`src/rtl/bus_sequencer.sv`:
```
// rtl/bus_sequencer.sv - tristate register bus initiator: request FIFO plus DRIVE/LATCH strobe sequencer
// Optional turnaround cycle between transfers is enabled by defining E800_BUS_TURNAROUND_EN.
module bus_sequencer #(
    parameter int c_regs      = 4,
    parameter int c_sel_width = 2,
    parameter int c_depth     = 4
) (
    input  logic                   i_clock,
    input  logic                   i_reset,
    input  logic                   i_req_valid,
    output logic                   o_req_ready,
    input  logic [c_sel_width-1:0] i_req_src,
    input  logic [c_sel_width-1:0] i_req_dst,
    output logic [c_regs-1:0]      o_enable_out,
    output logic [c_regs-1:0]      o_enable_in,
    output logic                   o_done,
    output logic                   o_error,
    output logic                   o_busy
);

    localparam int AW = (c_depth > 1) ? $clog2(c_depth) : 1;
    localparam int EW = 2 * c_sel_width;
    localparam logic [AW:0]            DEPTH   = (AW + 1)'(c_depth);
    localparam logic [AW:0]            CNT_ONE = (AW + 1)'(1);
    localparam logic [AW-1:0]          PTR_ONE = AW'(1);
    localparam logic [c_sel_width:0]   REGS    = (c_sel_width + 1)'(c_regs);

`ifdef E800_BUS_TURNAROUND_EN
    typedef enum logic [1:0] {S_IDLE, S_DRIVE, S_LATCH, S_GAP} state_t;
`else
    typedef enum logic [1:0] {S_IDLE, S_DRIVE, S_LATCH} state_t;
`endif

    state_t state_q, state_d;

    logic [EW-1:0]          mem_q [c_depth];
    logic [AW-1:0]          wr_ptr_q, wr_ptr_d;
    logic [AW-1:0]          rd_ptr_q, rd_ptr_d;
    logic [AW:0]            count_q, count_d;

    logic [c_sel_width-1:0] src_q, src_d;
    logic [c_sel_width-1:0] dst_q, dst_d;
    logic [c_regs-1:0]      enable_out_q, enable_out_d;
    logic [c_regs-1:0]      enable_in_q, enable_in_d;
    logic                   done_q, done_d;
    logic                   error_q, error_d;
    logic                   busy_q, busy_d;
    logic                   ready_q, ready_d;

    logic                   push;
    logic                   pop;
    logic                   launch;
    logic                   empty;
    logic [EW-1:0]          head;
    logic [c_sel_width-1:0] head_src;
    logic [c_sel_width-1:0] head_dst;
    logic                   head_legal;

    assign push     = i_req_valid && ready_q;
    assign empty    = (count_q == '0);
    assign head     = mem_q[rd_ptr_q];
    assign head_src = head[EW-1:c_sel_width];
    assign head_dst = head[c_sel_width-1:0];
    assign head_legal = (head_src != head_dst)
                     && ({1'b0, head_src} < REGS)
                     && ({1'b0, head_dst} < REGS);

    always_ff @(posedge i_clock) begin
        if (push) begin
            mem_q[wr_ptr_q] <= {i_req_src, i_req_dst};
        end
    end

    always_comb begin
        state_d = state_q;
        src_d   = src_q;
        dst_d   = dst_q;
        done_d  = 1'b0;
        error_d = 1'b0;
        pop     = 1'b0;
        launch  = 1'b0;

        case (state_q)
            S_IDLE:  launch = 1'b1;
            S_DRIVE: state_d = S_LATCH;
            S_LATCH: begin
                done_d = 1'b1;
`ifdef E800_BUS_TURNAROUND_EN
                state_d = S_GAP;
`else
                // Without turnaround the next transfer's drive strobe replaces this one on the same edge.
                state_d = S_IDLE;
                launch  = 1'b1;
`endif
            end
`ifdef E800_BUS_TURNAROUND_EN
            S_GAP: begin
                state_d = S_IDLE;
                launch  = 1'b1;
            end
`endif
            default: state_d = S_IDLE;
        endcase

        // An illegal head is dropped in a single cycle and flagged; it never reaches the strobes.
        if (launch && !empty) begin
            pop = 1'b1;
            if (head_legal) begin
                state_d = S_DRIVE;
                src_d   = head_src;
                dst_d   = head_dst;
            end else begin
                state_d = S_IDLE;
                error_d = 1'b1;
            end
        end

        for (int k = 0; k < c_regs; k++) begin
            enable_out_d[k] = ((state_d == S_DRIVE) || (state_d == S_LATCH))
                           && (src_d == c_sel_width'(k));
            enable_in_d[k]  = (state_d == S_LATCH) && (dst_d == c_sel_width'(k));
        end

        wr_ptr_d = push ? (wr_ptr_q + PTR_ONE) : wr_ptr_q;
        rd_ptr_d = pop  ? (rd_ptr_q + PTR_ONE) : rd_ptr_q;
        count_d  = count_q;
        if (push && !pop) begin
            count_d = count_q + CNT_ONE;
        end else if (!push && pop) begin
            count_d = count_q - CNT_ONE;
        end

        busy_d  = (count_d != '0) || (state_d != S_IDLE);
        ready_d = (count_d != DEPTH);
    end

    always_ff @(posedge i_clock or posedge i_reset) begin
        if (i_reset) begin
            state_q      <= S_IDLE;
            wr_ptr_q     <= '0;
            rd_ptr_q     <= '0;
            count_q      <= '0;
            src_q        <= '0;
            dst_q        <= '0;
            enable_out_q <= '0;
            enable_in_q  <= '0;
            done_q       <= 1'b0;
            error_q      <= 1'b0;
            busy_q       <= 1'b0;
            ready_q      <= 1'b1;
        end else begin
            state_q      <= state_d;
            wr_ptr_q     <= wr_ptr_d;
            rd_ptr_q     <= rd_ptr_d;
            count_q      <= count_d;
            src_q        <= src_d;
            dst_q        <= dst_d;
            enable_out_q <= enable_out_d;
            enable_in_q  <= enable_in_d;
            done_q       <= done_d;
            error_q      <= error_d;
            busy_q       <= busy_d;
            ready_q      <= ready_d;
        end
    end

    assign o_enable_out = enable_out_q;
    assign o_enable_in  = enable_in_q;
    assign o_done       = done_q;
    assign o_error      = error_q;
    assign o_busy       = busy_q;
    assign o_req_ready  = ready_q;

endmodule

```
`config.mk`:
```
export PLATFORM = sky130hd
export DESIGN_NAME = bus_sequencer
export DESIGN_NICKNAME = d
export VERILOG_FILES = /design/src/rtl/bus_sequencer.sv
export SDC_FILE = /design/constraint.sdc
export NUM_CORES = 1
export LEC_CHECK = 0
export BUFFER_PORTS_ARGS = -buffer_cell sky130_fd_sc_hd__buf_2
export CORE_ASPECT_RATIO = 2
export CORE_UTILIZATION = 52
export DETAILED_ROUTE_END_ITERATION = 8
export GPL_TIMING_DRIVEN = 0
export PLACE_DENSITY = 0.75
export RECOVER_POWER = 100
export SLEW_MARGIN = 0
export SYNTH_ARGS = -nofsm -noshare
export SYNTH_HDL_FRONTEND = slang
export SYNTH_SLANG_ARGS = --single-unit
```
`constraint.sdc`:
```
create_clock -name i_clock -period 2.5 [get_ports i_clock]
set_input_delay 0.25 -clock i_clock [delete_from_list [all_inputs] [get_ports i_clock]]
set_output_delay 0.25 -clock i_clock [all_outputs]
set_load 0.005 [all_outputs]
```
Word level (Yosys, flattened, before mapping)

Memory sizes are Yosys's and may differ from the RTL's.
Cells that the tools add are included.

Logic and storage cells: 69
Flip-flop bits (word level): 25
Memories kept: 1
RAM bits: 16

Memory list:

| memory | words | bits a word | rd ports | clocked after Yosys merged registers in | write ports | line | source |
|---|---|---|---|---|---|---|---|
| mem_q  | 4     | 4           | 1        | 0                                       | 1           | 36   | `logic [EW-1:0] mem_q [c_depth];` |

Reductions and logical operators: 24
Mux-type cells: 16
$add $sub $neg: 4
Equal/unequal tests: 12

Operators by type and width:

| cell                                                               | number |
|---|---|
| 2-bit == test, second input constant                               | 6 |
| 1-bit logical AND                                                  | 12 |
| 2-bit two-way mux                                                  | 5 |
| 2-bit by 1-bit == test with 1-bit output, second input constant    | 4 |
| 1-bit two-way mux                                                  | 8 |
| 2-bit logical NOT                                                  | 3 |
| 3-bit two-way mux                                                  | 2 |
| 2-bit by 1-bit adder with 2-bit output, second input constant      | 2 |
| 2-bit case mux with 2 select lines                                 | 1 |
| 3-bit by 1-bit adder with 3-bit output, second input constant      | 1 |
| 1-bit logical NOT                                                  | 3 |
| 3-bit logical NOT                                                  | 1 |
| 3-bit != test, second input constant                               | 1 |
| 3-bit nonzero test                                                 | 1 |
| 3-bit by 1-bit subtractor with 3-bit output, second input constant | 1 |
| 1-bit logical OR                                                   | 2 |
| 2-bit != test                                                      | 1 |
| 2-bit nonzero test                                                 | 1 |
| 2-bit OR reduction                                                 | 1 |

Longest topological paths before layout

Gate-level depths: netlist of the first run.

Depth in word-level cells: 10
Depth in mapped cells: 11
Gate-level depth less buffers: 10

Least setup slack after synthesis of the first run

No wires, ideal clock.

Kind: register to register
Start: register rd_ptr_q[0]
End: register enable_out_q[0], in the netlist o_enable_out[0]
Library setup time: 0.129 ns
Stages on the path, launching flop included: 10
Data arrival time: 2.537 ns
Data required time: 2.371 ns
Slack: -0.167 ns
Cells stage by stage: dfrtp_1 buf_6 mux4_1 xor2_1 o21ai_0 ha_1 inv_1 nor4b_1 a311oi_1 nor2_1

Word-level cells in the longest chain between the ends: 7
Elaborated cells on any way between the ends: 11
Those cells by class: eq/ne (3); mux (4); reduce/logical (3); memory (1)

Ends and longest elaborated chain:

| element                                                                   | line | source |
|---|---|---|
| start, declared                                                           | 38   | `logic [AW-1:0] rd_ptr_q, rd_ptr_d;` |
| start signal, assigned                                                    | 154  | `rd_ptr_q <= rd_ptr_d;` |
| memory read 4 x 4 bit (*)                                                 | --   |  |
| 2-bit != test                                                             | 64   | `assign head_legal = (head_src != head_dst)` |
| 1-bit two-way mux                                                         | 108  | `if (head_legal) begin` |
| 2-bit two-way mux                                                         | 106  | `if (launch && !empty) begin` |
| 2-bit by 1-bit == test with 1-bit output or 2-bit == test (tied branches) | 119  | `enable_out_d[k] = ((state_d == S_DRIVE) \|\| (state_d == S_LATCH))` |
| 1-bit logical OR                                                          | 119  |  |
| 1-bit logical AND (*)                                                     | 120  | `&& (src_d == c_sel_width'(k));` |
| via enable_out_d[0]                                                       | 43   | `logic [c_regs-1:0] enable_out_q, enable_out_d;` |
| end signal, assigned                                                      | 158  | `enable_out_q <= enable_out_d;` |
| end, declared                                                             | 43   |  |

The timed path passes the listed nets; every way through them passes the cells marked *.
A chain may end at the register's enable or synchronous reset.

Worst setup path in the final report of the first run

Same ends and word-level chain as after synthesis.

==> results.txt, run 1 <==
Status = completed
CTS Hold Bufs = 0
Worst Path Max Fanout = 6
Initial Utilization = 54.63%
Syn_area_per_cell = 12.91 um^2
Setup CP Type = flop to flop
Worst relative slew slack = 36.47%
Worst-path clk slew = 0.08 ns
Synthesized net count = 158
Hold WC Path Type = input pin to asynchronous set/reset pin
Crit path required time = 2.68 ns
CTS tree = done
Final Core Density = 66.44%
Max Fclk = 409.5 MHz
DRT antenna net count = 0
Initial DRC count = 24
Synthesized area = 1846 um^2
Gpl congestion = 0.7707
First-pass GRT wire length = 5871 um
Final #Nets = 192
Synthesized netlist cell count = 143
Vias in the first global route = 1298
I/O Pins = 19
Final Max Tran Viols = 0
DRC errors left = 0
CP endpoint kind = flop
RSZ-0062 raised after global routing = true
Area grow syn2layout = 21.63%
Chip Width = 44.13 um
Antenna cell count = 0
Commonest non-fill, non-tap cell in the layout = dfrtp_1
Setup Skew = 0.004607 ns
H-Tree Level Count = 2
WP data arrival = 2.62 ns
Final setup margin = 0.05802 ns
Post-DP HPWL = 2373 um
Synth cell types = 41
IO buf count = 18
Final setup fails = 0
Grt total ovfl = 0
Layout cell share with drive strength beyond 1 = 26.97%
WHS = 0.1608 ns
Row cnt = 30
Final wirelength = 3478 um
Vias = 1239
Clock root buffer = clkbuf_8
Synth warn = 0
Worst slew pin tran = 0.9519 ns
Sequential share of the synthesized area = 60.00%
Die Area = 3806 um^2
Routed WL per cell = 16.56 um
Worst-skew pair later-pin latency = 0.29 ns
Pin count of the biggest net entering global routing = 26
CP Launch Type = flop
CTS Buf Count = 5
Max-capacitance violation count = 0
Global Route Usage Sum = 21.40%
Vias per std cell = 5.900
Drt first pass iters = 6
Core box area = 3378 um^2
#FFs+latches synth = 41
Setup slack after placement = -0.3992 ns
Async SR Flop Fraction = 60.98%
Most frequent cells in the layout = dfrtp_1 (24), edfxtp_1 (16), buf_2 (11)
Clk buf depth = 2
Die Y = 86.25 um
Final cycle utilization of the critical path = 97.68%
Final worst path period need = 2.442 ns
Endpoints failing hold = 0
CTS Sinks = 41
Top_reg_cell synth = dfrtp_1
Antenna violations before repair = 0
Post-synth EDFFs = 16
==> final timing paths <==
path	endpoint	slack [ns]	cells after the start	from
worst max-delay path	o_enable_out[0]	0.06	9	rd_ptr_q[0]
worst min-delay path	count_q[2]	0.16	2	i_reset
worst max register to register	o_enable_out[0]	0.06	9	rd_ptr_q[0]
worst min register to register	o_done	0.54	1	state_q[1]
max in group asynchronous	rd_ptr_q[1]	1.75	2	i_reset
min in group i_clock	mem_q[2][0]	0.22	1	i_req_dst[0]
==> layer usage <==
layer	GRT usage, %	wire length, um	up-vias
met5	0	0	-
met4	11.29	58	0
met3	5.000	104	4
met2	39.04	2058	30
met1	21.03	1257	621
li1	-	-	584
==> stage by stage <==
step                      instance area [um^2]  setup TNS [ns]  cells
after global placement                    1976         -0.7958    193
after CTS                                 2200               0    206
after detailed placement                  1976          -1.188    193
final                                     2245               0    210
after floorplan                           1846               0    143
after global routing                      2245        -0.05899    210
==> repair_timing <==
| item | in CTS | in global routing |
|---|---|---|
| endpoints found under the setup margin | 4 | 4 |
| setup buffers | 5 | 4 |
| pin swaps | 2 | 4 |
| gates resized for setup | 9 | 7 |
==> Yosys cell counts, types with 3 or more instances <==
cell type | count | area share [%]
nor2_1 | 11 | 2.2
edfxtp_1 | 16 | 26
nand3_1 | 5 | 1.4
nand2b_1 | 3 | 1.0
and3_1 | 5 | 1.7
o21ai_0 | 6 | 1.6
dfrtp_1 | 24 | 33
xor2_1 | 3 | 1.4
nand2_1 | 7 | 1.4
a21oi_1 | 5 | 1.4
inv_1 | 11 | 2.2
ha_1 | 8 | 5.4
xnor2_1 | 4 | 1.9
==> cells by family after synthesis <==
group / count (synthesis) / share of synthesized area (%)
AND/OR/NAND/NOR: 48 / 14.85
flip-flops: 41 / 60.00
AO/OA/AOI/OAI: 19 / 6.712
buffers and inverters: 14 / 3.254
adder cells (fa/ha/maj): 8 / 5.424
XOR/XNOR: 7 / 3.322
multiplexers: 6 / 6.440
==> flip-flops by register name, indices dropped and copies added (netlist names) <==
| register | cells |
|---|---|
| o_enable_out | 4 |
| o_req_ready | 1 |
| o_enable_in | 4 |
| count_q | 3 |
| state_q | 2 |
| o_error | 1 |
| mem_q | 16 |
| o_done | 1 |
| src_q | 2 |
| o_busy | 1 |
| wr_ptr_q | 2 |
| rd_ptr_q | 2 |
| dst_q | 2 |
==> cell type report <==
cell class	instances	area, um^2
plain buffers	2	18.77
clock buffers	5	68.82
clock inverters	3	68.82
fillers	266	1134
inverters	12	45.04
multi-input cells	88	743.2
flip-flops and latches	41	1107
well taps	32	40.04
repair buffers	27	152.6
==> critical path, cell delays in order (launching register included) <==
cell      delay [ns]
dfrtp_1         0.35
buf_6           0.14
mux4_2          0.58
xor2_4          0.27
o21ai_2         0.10
ha_1            0.35
inv_2           0.11
nor4b_4         0.06
a311oi_2        0.30
nor2_1          0.07
Power of run 1 is not shown: default switching activity piles up to over one toggle a cycle in this logic, so the estimate is an artifact.
==> inputs of run 2 (changes only) <==
CELL_PAD_IN_SITES_DETAIL_PLACEMENT = 1   (was default)
CELL_PAD_IN_SITES_GLOBAL_PLACEMENT = 1   (was default)
CORE_UTILIZATION = 42   (was 52)
PLACE_DENSITY = default   (was 0.75)
PLACE_DENSITY_LB_ADDON = 0.1   (was default)
==> results.txt, run 2 (synthesized netlist as in run 1, its figures left out) <==
Grt total ovfl = 0 (unchanged)
Gpl congestion = 0.7715 (was 0.7707)
CP Launch Type = flop (unchanged)
Global Route Usage Sum = 20.29% (was 21.40%)
Chip Width = 48.87 um (was 44.13 um)
Final wirelength = 4124 um (was 3478 um)
Final worst path period need = 2.465 ns (was 2.442 ns)
Endpoints failing hold = 0 (unchanged)
Setup slack after placement = -0.6858 ns (was -0.3992 ns)
Max-capacitance violation count = 0 (unchanged)
Die Area = 4679 um^2 (was 3806 um^2)
Max Fclk = 405.7 MHz (was 409.5 MHz)
Area grow syn2layout = 24.75% (was 21.63%)
H-Tree Level Count = 2 (unchanged)
Commonest non-fill, non-tap cell in the layout = dfrtp_1 (unchanged)
Hold WC Path Type = input pin to asynchronous set/reset pin (unchanged)
Antenna cell count = 0 (unchanged)
Clk buf depth = 2 (unchanged)
Most frequent cells in the layout = dfrtp_1 (23), edfxtp_1 (16), buf_4 (12), buf_2 (12) (was dfrtp_1 (24), edfxtp_1 (16), buf_2 (11))
Setup Skew = 0.005338 ns (was 0.004607 ns)
Worst-path clk slew = 0.09 ns (was 0.08 ns)
IO buf count = 18 (unchanged)
Final #Nets = 194 (was 192)
Crit path required time = 2.69 ns (was 2.68 ns)
CP endpoint kind = flop (unchanged)
Biggest register = mem_q (unchanged)
I/O Pins = 19 (unchanged)
Drt first pass iters = 4 (was 6)
Worst slew pin tran = 0.9496 ns (was 0.9519 ns)
Post-DP HPWL = 2803 um (was 2373 um)
CTS Sinks = 41 (unchanged)
CTS tree = done (unchanged)
Core box area = 4170 um^2 (was 3378 um^2)
Setup CP Type = flop to flop (unchanged)
Final Max Tran Viols = 0 (unchanged)
Vias in the first global route = 1411 (was 1298)
Row cnt = 33 (was 30)
Vias = 1254 (was 1239)
DRT antenna net count = 0 (unchanged)
CTS Buf Count = 5 (unchanged)
Final cycle utilization of the critical path = 98.59% (was 97.68%)
Die Y = 95.75 um (was 86.25 um)
First-pass GRT wire length = 6934 um (was 5871 um)
Layout cell share with drive strength beyond 1 = 29.44% (was 26.97%)
CTS Hold Bufs = 0 (unchanged)
Pin count of the biggest net entering global routing = 26 (unchanged)
Clock root buffer = clkbuf_8 (unchanged)
Cell Area, Placed = 2001 um^2 (was 1976 um^2)
Final setup margin = 0.03515 ns (was 0.05802 ns)
Worst Path Max Fanout = 6 (unchanged)
Fill cell count = 453 (was 266)
Initial DRC count = 23 (was 24)
Final Instance Area = 2302 um^2 (was 2245 um^2)
Vias per std cell = 5.405 (was 5.900)
Final setup fails = 0 (unchanged)
Initial Utilization = 44.25% (was 54.63%)
Worst relative slew slack = 36.62% (was 36.47%)
Worst-skew pair later-pin latency = 0.30 ns (was 0.29 ns)
RSZ-0062 raised after global routing = true (unchanged)
WP data arrival = 2.65 ns (was 2.62 ns)
Routed WL per cell = 17.78 um (was 16.56 um)
DRC errors left = 0 (unchanged)
Max reg flops = 16 (unchanged)
Antenna violations before repair = 0 (unchanged)
Status = completed (unchanged)
-- run 2: changes by cell type in the layout (fill, tap and decap cells not counted), sizes merged --
cell | before | now
buf | 22 | 25
clkbuf | 12 | 11
-- run 2: per-stage QoR --
step,TNS (ns),hold WS [ns],utilization [%],std cells
2_1_floorplan,0,0.2766,-,143
3_3_place_gp,-1.835,0.4606,47.97,213
3_5_place_dp,-2.161,0.4653,47.97,213
4_1_cts,0,0.1578,54.28,228
5_1_grt,-0.05813,0.2155,55.21,232
6_report,0,0.1568,55.21,232
-- run 2: layer usage --
| layer | vias up | track usage [%] | wire length [um] |
|---|---|---|---|
| li1 | 582 | - | - |
| met1 | 625 | 20.15 | 1434 |
| met2 | 36 | 39.70 | 2424 |
| met3 | 11 | 2.844 | 115 |
| met4 | 0 | 10.78 | 150 |
| met5 | - | 0 | 0 |
-- run 2: final timing paths --
kind | startpoint | slack [ns] | endpoint | cells past startpoint
hold / removal | i_reset | 0.16 | src_q[0] | 2
max in group asynchronous | i_reset | 1.71 | count_q[1] | 2
setup reg to reg | rd_ptr_q[0] | 0.04 | o_enable_out[2] | 10
setup / recovery | rd_ptr_q[0] | 0.04 | o_enable_out[2] | 10
min in group i_clock | i_req_src[1] | 0.20 | mem_q[0][3] | 1
hold reg to reg | state_q[1] | 0.53 | o_done | 1
-- run 2: what timing repair did --
item                       in CTS  in global routing
gates resized for setup        12                  5
setup endpoints to repair       5                  2
setup buffers                   7                  4
pin swaps                       5                  3
-- run 2: critical path: stages (launching register included) --
cell	delay [ns]
dfrtp_1	0.35
buf_6	0.14
mux4_2	0.58
xor2_4	0.22
o21ai_4	0.20
ha_4	0.25
inv_2	0.09
nor4b_4	0.05
a311oi_2	0.25
buf_4	0.17
nor2_1	0.04
-- run 2: layout make-up --
class	count	area [um^2]	share of cell area (%)
Buffer	2	18.77	0.8152
Clock buffer	5	68.82	2.989
Clock inverter	3	68.82	2.989
Inverter	12	45.04	1.957
Multi-Input combinational cell	88	762.0	33.10
Sequential cell	41	1109	48.15
Tap cell	52	65.06	2.826
Timing Repair Buffer	29	165.2	7.174
Power of run 2 is left out for the same reason.
